`src/rtl/adder_nbits_pipeline_if.sv`:
```
// Operand/result handshake bundle for adder_nbits_pipeline.
// The ovf signal exists only when ADDER_PIPE_OVF_EN is defined.
interface adder_nbits_pipeline_if #(
    parameter int WIDTH = 32
);
    logic             in_valid;
    logic             in_ready;
    logic [WIDTH-1:0] a;
    logic [WIDTH-1:0] b;
    logic             ci;
    logic             out_valid;
    logic             out_ready;
    logic [WIDTH-1:0] y;
    logic             co;
`ifdef ADDER_PIPE_OVF_EN
    logic             ovf;

    modport master (
        output in_valid, a, b, ci, out_ready,
        input  in_ready, out_valid, y, co, ovf
    );

    modport slave (
        input  in_valid, a, b, ci, out_ready,
        output in_ready, out_valid, y, co, ovf
    );
`else
    modport master (
        output in_valid, a, b, ci, out_ready,
        input  in_ready, out_valid, y, co
    );

    modport slave (
        input  in_valid, a, b, ci, out_ready,
        output in_ready, out_valid, y, co
    );
`endif
endinterface

```
`src/rtl/adder_nbits_pipeline.sv`:
```
// WIDTH-bit adder split into SEG-bit carry segments, one segment per pipeline stage, with valid/ready backpressure.
// Defining ADDER_PIPE_OVF_EN adds a registered signed-overflow flag (ovf) held alongside y.
module adder_nbits_pipeline #(
    parameter int WIDTH = 32,
    parameter int SEG   = 8
) (
    input logic                   clk,
    input logic                   resetn,
    adder_nbits_pipeline_if.slave bus
);
    localparam int N   = (SEG > 0) ? WIDTH / SEG : 1;
    localparam int REM = (SEG > 0) ? WIDTH % SEG : 1;

    if (SEG < 1 || SEG > WIDTH || REM != 0) begin : g_bad_cfg
        $error("adder_nbits_pipeline: WIDTH must be a non-zero multiple of SEG");
    end

    logic stall;

    // A waiting result freezes every stage, bubbles included.
    assign stall        = bus.out_valid && !bus.out_ready;
    assign bus.in_ready = !stall;

    for (genvar k = 0; k < N; k++) begin : g_stage
        // AW: operand bits still to be added on entry; YW: result bits complete on exit.
        localparam int AW = WIDTH - k * SEG;
        localparam int YW = (k + 1) * SEG;

        logic          v_in;
        logic          c_in;
        logic [AW-1:0] a_in;
        logic [AW-1:0] b_in;
        logic [YW-1:0] y_nxt;
        logic [SEG:0]  sum;
        logic          v_q;
        logic          c_q;
        logic [YW-1:0] y_q;

        assign sum = {1'b0, a_in[SEG-1:0]} + {1'b0, b_in[SEG-1:0]} + {{SEG{1'b0}}, c_in};

        if (k == 0) begin : g_src
            assign v_in  = bus.in_valid;
            assign c_in  = bus.ci;
            assign a_in  = bus.a;
            assign b_in  = bus.b;
            assign y_nxt = sum[SEG-1:0];
        end else begin : g_src
            assign v_in  = g_stage[k-1].v_q;
            assign c_in  = g_stage[k-1].c_q;
            assign a_in  = g_stage[k-1].g_skew.a_q;
            assign b_in  = g_stage[k-1].g_skew.b_q;
            assign y_nxt = {sum[SEG-1:0], g_stage[k-1].y_q};
        end

        always_ff @(posedge clk or negedge resetn) begin
            if (!resetn) begin
                v_q <= 1'b0;
                c_q <= 1'b0;
                y_q <= '0;
            end else if (!stall) begin
                v_q <= v_in;
                c_q <= sum[SEG];
                y_q <= y_nxt;
            end
        end

        // Operand segments not yet added travel forward unchanged.
        if (k < N - 1) begin : g_skew
            logic [AW-SEG-1:0] a_q;
            logic [AW-SEG-1:0] b_q;

            always_ff @(posedge clk or negedge resetn) begin
                if (!resetn) begin
                    a_q <= '0;
                    b_q <= '0;
                end else if (!stall) begin
                    a_q <= a_in[AW-1:SEG];
                    b_q <= b_in[AW-1:SEG];
                end
            end
        end

`ifdef ADDER_PIPE_OVF_EN
        if (k == N - 1) begin : g_ovf
            logic ovf_q;

            always_ff @(posedge clk or negedge resetn) begin
                if (!resetn) begin
                    ovf_q <= 1'b0;
                end else if (!stall) begin
                    ovf_q <= (a_in[AW-1] == b_in[AW-1]) && (sum[SEG-1] != a_in[AW-1]);
                end
            end
        end
`endif
    end

    assign bus.out_valid = g_stage[N-1].v_q;
    assign bus.y         = g_stage[N-1].y_q;
    assign bus.co        = g_stage[N-1].c_q;
`ifdef ADDER_PIPE_OVF_EN
    assign bus.ovf       = g_stage[N-1].g_ovf.ovf_q;
`endif

endmodule

```
`src/flat_wrapper.sv`:
```
// flat-port wrapper written by rule: the top's interface ports become plain ports
module adder_nbits_pipeline_flat 
#(
    parameter int WIDTH = 32,
    parameter int SEG   = 8
)
  (clk, resetn, bus_in_valid, bus_a, bus_b, bus_ci, bus_out_ready, bus_in_ready, bus_out_valid, bus_y, bus_co);
  adder_nbits_pipeline_if #(.WIDTH(WIDTH)) bus_i ();
  input logic clk;
  input logic resetn;
  input wire logic [$bits(bus_i.in_valid)-1:0] bus_in_valid;
  input wire logic [$bits(bus_i.a)-1:0] bus_a;
  input wire logic [$bits(bus_i.b)-1:0] bus_b;
  input wire logic [$bits(bus_i.ci)-1:0] bus_ci;
  input wire logic [$bits(bus_i.out_ready)-1:0] bus_out_ready;
  output wire logic [$bits(bus_i.in_ready)-1:0] bus_in_ready;
  output wire logic [$bits(bus_i.out_valid)-1:0] bus_out_valid;
  output wire logic [$bits(bus_i.y)-1:0] bus_y;
  output wire logic [$bits(bus_i.co)-1:0] bus_co;
  assign bus_i.in_valid = bus_in_valid;
  assign bus_i.a = bus_a;
  assign bus_i.b = bus_b;
  assign bus_i.ci = bus_ci;
  assign bus_i.out_ready = bus_out_ready;
  assign bus_in_ready = bus_i.in_ready;
  assign bus_out_valid = bus_i.out_valid;
  assign bus_y = bus_i.y;
  assign bus_co = bus_i.co;
  adder_nbits_pipeline #(.WIDTH(WIDTH), .SEG(SEG)) u_core (.clk(clk), .resetn(resetn), .bus(bus_i));
endmodule
```
`config.mk`:
```
export PLATFORM = sky130hd
export DESIGN_NAME = adder_nbits_pipeline_flat
export DESIGN_NICKNAME = d
export VERILOG_FILES = /design/src/rtl/adder_nbits_pipeline_if.sv /design/src/rtl/adder_nbits_pipeline.sv /design/src/flat_wrapper.sv
export SDC_FILE = /design/constraint.sdc
export NUM_CORES = 1
export LEC_CHECK = 0
export CORE_UTILIZATION = 50
export CTS_CLUSTER_SIZE = 14
export DETAILED_ROUTE_END_ITERATION = 10
export PLACE_DENSITY = 0.76
export RECOVER_POWER = 100
export SLEW_MARGIN = 15
export SYNTH_ARGS = -nofsm -noshare
export SYNTH_HDL_FRONTEND = slang
export SYNTH_SLANG_ARGS = --single-unit
```
`constraint.sdc`:
```
create_clock -name clk -period 2 [get_ports clk]
set_input_delay 0.4 -clock clk [delete_from_list [all_inputs] [get_ports clk]]
set_output_delay 0.4 -clock clk [all_outputs]
set_load 0.005 [all_outputs]
```
==> results by group, run 1 <==
Run status
  – Status: finished, violations left
  – Violated checks: setup timing

Routing
  – Wirelength per Cell: 12.59 um
  – ANT nets after route: 0
  – Total number of vias: 6051
  – Drt drc: 0
  – First-pass DRT Iterations: 4
  – Iteration-0 DRC Markers: 344
  – Routed vias/inst: 4.852
  – Final wirelength: 15700 um

Final layout
  – Fin util: 64.06%
  – Post-route cell area: 10140 um2
  – # fillers: 1294
  – Ratio of cells with drive above 1 in the final layout: 8.535%
  – Final Non-Filler Cells: 1247
  – Antenna diodes: 0
  – Area Growth Syn to Fin: 25.88%
  – # nets final: 1123

Global route
  – Vias in the first global route: 5826
  – First-pass GRT wire length: 26970 um
  – Largest net degree at the start of global routing: 97
  – Initial antenna violation count: 0
  – GRT Util Overall: 20.75%
  – Gr ovfl total: 0

Yosys
  – Synth cell types: 29
  – Synth area leader: dfrtp_1
  – Asr flop ratio synth: 100.0%
  – Mapped Cells: 900
  – Area share of the largest cell type after synthesis: 57.17%
  – Netlist area before placement: 8054 um2
  – Syn nets: 1005
  – Syn Area/Cell: 8.949 um2
  – Sequential area share after synthesis: 57.17%
  – FF+latch count, synth: 184
  – Largest cells by area after synthesis: dfrtp_1 (57%), nand2_1 (23%), ha_1 (4.3%)
  – Post-synth top flop: dfrtp_1
  – Yosys Warn Count: 0
  – Post-synth EDFFs: 0

Setup path
  – Max incr delay on CP: 440 ps
  – Critical path class: flop to flop
  – Buffers and inverters on the worst path: 0
  – Slowest CP cell: fa_2
  – Crit path arrival time: 2370 ps
  – Crit-path most repeated cell: fa_2
  – Worst Path Max Fanout: 3
  – Crit start category: flop
  – Worst EP required: 2300 ps
  – CP Capture Type: flop
  – Worst path cell trace: fa_2 -> fa_2 -> a21oi_4 -> o211ai_1 -> a21oi_2 -> xor2_1 -> o21ai_1
  – Delay-heaviest family, CP: adder cells

Worst hold path
  – Hold Path Class: input pin to flop

CTS
  – # H-tree levels: 4
  – Clk pin slew, worst setup/hold paths: 70 ps
  – Worst-Skew Late Latency: 430 ps
  – Clock Path Buffers: 2
  – CTS sink count: 184
  – Num CTS Buffers: 17
  – CTS tree: done
  – CTS root buffer: clkbuf_16

STA
  – Fin crit share: 103.4%
  – Final WS setup: -68.33 ps
  – RSZ-0062 raised after global routing: yes
  – Final setup fails: 3
  – Clk_skew: 10.62 ps
  – Worst slew margin: 40.22%
  – Slew Viols, Final: 0
  – Worst Tran Pin Value: 896.7 ps
  – Fin crit period: 2068 ps
  – Final hold vios: 0
  – Fmax: 483.5 MHz

Pwr
  – PD cells: 1535 nW/um2
  – Peak supply drop: 0.7573 mV
  – Switching part of the total: 36.36%
  – Leakage: 5.124 nW
  – Sw Pwr: 0.005658 W
  – Combinational share of power: 38.8%
  – Reg power frac: 40.2%
  – Internal power: 0.009903 W
  – Clock share of power: 21.0%

Placed design
  – Dpl cell area: 9493 um2
  – IO buf count: 103
  – Place WS: -499.6 ps
  – Routability cong.: 0.8017
  – DP Wirelength: 10500 um
  – Cells after DPL: 1209

Job
  – MaxCap Viol Count: 0

Die
  – Ports: 104
  – Die width: 128.9 um
  – Chip height: 128.9 um
  – Core area: 15830 um2
  – # rows: 46
  – Full die area: 16620 um2
  – Initial core utilization: 50.89%
## layout make-up
type | count | area, um2 | area share, %
well taps | 216 | 270.3 | 2.666
inverters | 7 | 31.28 | 0.3085
repair buffers | 139 | 1345 | 13.27
clock buffers | 17 | 425.4 | 4.196
clock inverters | 15 | 158.9 | 1.567
multi-input cells | 669 | 3303 | 32.58
flip-flops and latches | 184 | 4604 | 45.42
## cells by family after synthesis
family | synth area share, %
AND/OR/NAND/NOR | 25.52
flip-flops | 57.17
AO/OA/AOI/OAI | 6.370
buffers and inverters | 2.750
adder cells (fa/ha/maj) | 6.338
XOR/XNOR | 1.849
## flip-flops by register name (all words and copies together), names as in the netlist
signal and count:
u_core.bus.co 1, u_core.g_stage.v_q 3, u_core.bus.y 32, u_core.g_stage.y_q 48
u_core.g_stage.c_q 3, u_core.g_stage.g_skew.a_q 48, u_core.bus.out_valid 1, u_core.g_stage.g_skew.b_q 48
## stage by stage
step	power, W	hold WS, ps	setup TNS, ps
2_1_floorplan	0.01005	104.4	-39.17
3_3_place_gp	0.01195	430.1	-2485
3_5_place_dp	0.01222	429.8	-2876
4_1_cts	0.01568	471.2	-83.29
5_1_grt	0.01688	468.5	-1037
6_report	0.01556	428.1	-139.2
## power by group through the flow
stage	clock (W)	combinational [W]	sequential, W
2_1_floorplan	0	0.00393	0.00612
3_3_place_gp	0	0.00569	0.00627
3_5_place_dp	0	0.00589	0.00633
4_1_cts	0.00337	0.00603	0.00628
5_1_grt	0.00349	0.00694	0.00644
6_report	0.00328	0.00604	0.00625
## Yosys cell counts, types with 6 or more instances
| cell | number |
|---|---|
| inv_1 | 6 |
| o211ai_1 | 7 |
| a21oi_1 | 14 |
| o21ai_0 | 15 |
| dfrtp_1 | 184 |
| nor3_1 | 14 |
| nor2_1 | 9 |
| clkbuf_1 | 10 |
| ha_1 | 28 |
| nand2_1 | 496 |
| o21ai_1 | 25 |
| xor2_1 | 12 |
| fa_1 | 8 |
| buf_2 | 27 |
## what timing repair did
item / 4_1_cts / 5_1_grt
gates resized for setup: 6 / 12
setup buffers: 0 / 5
pin swaps: 7 / 30
hold buffers: 1 / 0
setup endpoints to repair: 11 / 15
hold endpoints to repair: 56 / 0
## routing by layer
| metal | vias up | share of wire [%] | track usage (%) |
|---|---|---|---|
| li1 | 3088 | - | - |
| met1 | 2844 | 48 | 28.69 |
| met2 | 110 | 48 | 33.58 |
| met3 | 9 | 2.6 | 3.285 |
| met4 | 0 | 0.61 | 6.990 |
| met5 | - | 0 | 0 |
## path summary, 6_finish.rpt
kind	from	end	slack [ps]	cells past startpoint
max reg2reg	u_core.g_stage[2].g_skew.b_q[0]$_DFFE_PN0N_	u_core.bus.y[30]$_DFFE_PN0N_	-70	7
min reg2reg	u_core.bus.y[7]$_DFFE_PN0N_	u_core.bus.y[7]$_DFFE_PN0N_	460	2
min in group asynchronous	resetn	u_core.g_stage[2].g_skew.b_q[3]$_DFFE_PN0N_	660	2
min	bus_ci	u_core.g_stage[0].y_q[0]$_DFFE_PN0N_	430	4
max	u_core.g_stage[2].g_skew.b_q[0]$_DFFE_PN0N_	u_core.bus.y[30]$_DFFE_PN0N_	-70	7
max in group asynchronous	resetn	u_core.g_stage[1].y_q[1]$_DFFE_PN0N_	330	3
## layout by cell type (no fill, tap or decap), types with 3 or more instances in the layout
| cell type | count |
|---|---|
| fa_2 | 6 |
| dlygate4sd3_1 | 35 |
| buf_6 | 3 |
| o21ai_1 | 23 |
| dlymetal6s2s_1 | 3 |
| a21oi_2 | 5 |
| dfrtp_1 | 184 |
| clkbuf_16 | 17 |
| buf_12 | 3 |
| a211oi_1 | 5 |
| inv_1 | 6 |
| o21ai_0 | 17 |
| ha_1 | 28 |
| nand2_1 | 496 |
| nor2b_1 | 3 |
| inv_6 | 8 |
| o211ai_1 | 7 |
| xor2_1 | 12 |
| a21o_1 | 4 |
| nand2b_1 | 3 |
| a211oi_4 | 3 |
| nor2_1 | 9 |
| clkdlybuf4s50_1 | 65 |
| o21bai_1 | 3 |
| xnor2_1 | 5 |
| a31oi_1 | 5 |
| a21oi_1 | 10 |
| nor3_1 | 14 |
| buf_4 | 24 |
| or3_1 | 3 |
| clkbuf_2 | 5 |
## worst register-to-register path, cell delays in order, from the launching register on
cell,delay (ps)
dfrtp_1,410
fa_2,440
fa_2,390
a21oi_4,170
o211ai_1,130
a21oi_2,160
xor2_1,170
o21ai_1,70
Power figures use the tool's default switching activity.
==> run 2, diff against run 1 <==
--- a/config.mk
+++ b/config.mk
@@ -10,6 +10,7 @@
 export DETAILED_ROUTE_END_ITERATION = 10
 export PLACE_DENSITY = 0.76
 export RECOVER_POWER = 100
+export REMOVE_ABC_BUFFERS = 1
 export SLEW_MARGIN = 15
 export SYNTH_ARGS = -nofsm -noshare
 export SYNTH_HDL_FRONTEND = slang
==> results by group, run 2 (synthesis results as in run 1) <==
Worst hold path
  – Min-delay src: bus_b[0]
  – Hold Path Class: input pin to flop
  – Hold Crit Depth: 4

Die
  – Die width: 128.9 um
  – Core area: 15830 um2
  – Ports: 104
  – Chip height: 128.9 um
  – Full die area: 16620 um2
  – # rows: 46
  – Initial core utilization: 50.89%

Placed design
  – IO buf count: 103
  – Routability cong.: 0.7862
  – Dpl cell area: 9439 um2
  – DP Wirelength: 10220 um

Routing
  – Iteration-0 DRC Markers: 376
  – ANT nets after route: 0
  – Total number of vias: 6048
  – Wirelength per Cell: 12.40 um
  – Final wirelength: 15410 um
  – Routed vias/inst: 4.866
  – Drt drc: 0
  – First-pass DRT Iterations: 7

STA
  – Worst slew margin: 36.21%
  – Worst Tran Pin Value: 956.9 ps
  – Slew Viols, Final: 0
  – Final setup fails: 6
  – Clk_skew: 8.648 ps
  – RSZ-0062 raised after global routing: yes
  – Fmax: 464.2 MHz
  – Final hold vios: 0
  – Setup_tns: -417.2 ps
  – Fin crit period: 2154 ps
  – Final WS setup: -154.1 ps
  – Hold_ws: 401.5 ps
  – Fin crit share: 107.7%

Global route
  – First-pass GRT wire length: 26410 um
  – Gr ovfl total: 0
  – Largest net degree at the start of global routing: 95
  – Vias in the first global route: 5898
  – GRT Util Overall: 20.19%
  – Initial antenna violation count: 0

CTS
  – Clock Path Buffers: 2
  – CTS tree: done
  – Clk pin slew, worst setup/hold paths: 60 ps
  – # H-tree levels: 4
  – CTS root buffer: clkbuf_16
  – Num CTS Buffers: 17
  – CTS sink count: 184
  – Worst-Skew Late Latency: 430 ps

Setup path
  – Crit path arrival time: 2460 ps
  – Crit path from: u_core.g_stage[2].g_skew.b_q[0]$_DFFE_PN0N_
  – R2R setup slack: -150 ps
  – Slowest CP cell: fa_1
  – Crit-path most repeated cell: a21oi_2
  – Worst R2R Path Depth: 7
  – Worst Path Max Fanout: 2
  – CP Capture Type: flop
  – Crit start category: flop
  – Worst path cell trace: fa_1 -> fa_2 -> a21oi_2 -> o211ai_1 -> a21oi_2 -> xor2_1 -> o21ai_1
  – Max incr delay on CP: 480 ps
  – R2R Path End: u_core.bus.y[30]$_DFFE_PN0N_
  – Worst EP required: 2310 ps
  – Critical path class: flop to flop
  – FF-to-FF Start: u_core.g_stage[2].g_skew.b_q[0]$_DFFE_PN0N_
  – Termination of the worst setup path: u_core.bus.y[30]$_DFFE_PN0N_

Final layout
  – Ratio of cells with drive above 1 in the final layout: 8.082%
  – Most common cell after layout, fill and taps aside: nand2_1
  – # nets final: 1119
  – Most frequent cells in the layout: nand2_1 (496), dfrtp_1 (184), clkdlybuf4s50_1 (64), dlygate4sd3_1 (36), ha_1 (28)
  – Area Growth Syn to Fin: 25.15%
  – Multi-input logic area: 3304 um2
  – Fin util: 63.68%
  – Antenna diodes: 0
  – Register Area: 4604 um2
  – Post-route cell area: 10080 um2
  – # fillers: 1316
  – Regs by FF count: u_core.g_stage.g_skew.a_q: 48 flops, u_core.g_stage.g_skew.b_q: 48 flops, u_core.g_stage.y_q: 48 flops

Run status
  – Violated checks: setup timing
  – Status: finished, violations left

Pwr
  – Peak supply drop: 0.7295 mV
  – PD cells: 1525 nW/um2
  – Leakage: 5.081 nW

Job
  – MaxCap Viol Count: 0
## run 2: worst min-delay path by stage
stage                                                         to  slack [ps]
finish                      u_core.g_stage[0].y_q[0]$_DFFE_PN0N_         400
global route                u_core.g_stage[0].y_q[0]$_DFFE_PN0N_         460
CTS                  u_core.g_stage[1].g_skew.a_q[9]$_DFFE_PN0N_         460
detailed placement  u_core.g_stage[0].g_skew.b_q[18]$_DFFE_PN0N_         350
global placement    u_core.g_stage[0].g_skew.b_q[18]$_DFFE_PN0N_         350
floorplan                              u_core.bus.co$_DFFE_PN0N_         100
## run 2: per-stage QoR
stage	setup WS, ps	std cells	total power [W]
finish	-154.1	1243	0.01537
global route	-229.7	1243	0.01662
CTS	-27.59	1238	0.01547
detailed placement	-635.9	1203	0.01209
global placement	-604.7	1203	0.01184
floorplan	-5371	860	0.009977
## run 2: layout make-up
class                           count  share of cell area (%)
Sequential cell                   184                   45.68
Timing Repair Buffer              135                   12.92
Multi-Input combinational cell    669                   32.78
Clock buffer                       23                   4.742
Inverter                            7                  0.2855
Tap cell                          216                   2.681
Clock inverter                      9                  0.9062
## run 2: report_power, final
part           switching [W]  total [W]  leakage [nW]  internal [W]
clock                0.00138    0.00321         0.278       0.00182
combinational        0.00319    0.00593          2.57       0.00274
sequential          0.000896    0.00623          2.23       0.00534
total                0.00547     0.0154          5.08       0.00990
## run 2: worst max-delay path: cells and delay by family, from the launching register on
family | cells | cell delay (ps)
fa+ha+maj | 2 | 860
compound gates | 4 | 620
flops | 1 | 400
xor+xnor | 1 | 160
## run 2: metal layers
metal,wire [um],part of all wire (%),GRT usage (%)
met1,7332,48,25.95
met3,644,4.2,4.657
met2,7175,47,33.10
met5,0,0,0
met4,260,1.7,8.374
## run 2: timing repair
item / 4_1_cts / 5_1_grt
buffers inserted: 2 / 5
pin swaps: 14 / 25
endpoints found under the hold margin: 37 / 0
resized for setup: 14 / 8
hold buffers: 1 / 0
setup endpoints to repair: 13 / 14
==> run 3, diff against run 2 <==
--- a/config.mk
+++ b/config.mk
@@ -5,6 +5,7 @@
 export SDC_FILE = /design/constraint.sdc
 export NUM_CORES = 1
 export LEC_CHECK = 0
+export ABC_CLOCK_PERIOD_IN_PS = 2000
 export CORE_UTILIZATION = 50
 export CTS_CLUSTER_SIZE = 14
 export DETAILED_ROUTE_END_ITERATION = 10
==> results of run 3 <==
Same layout as run 2: the final DEF is identical, and so are final timing and power.
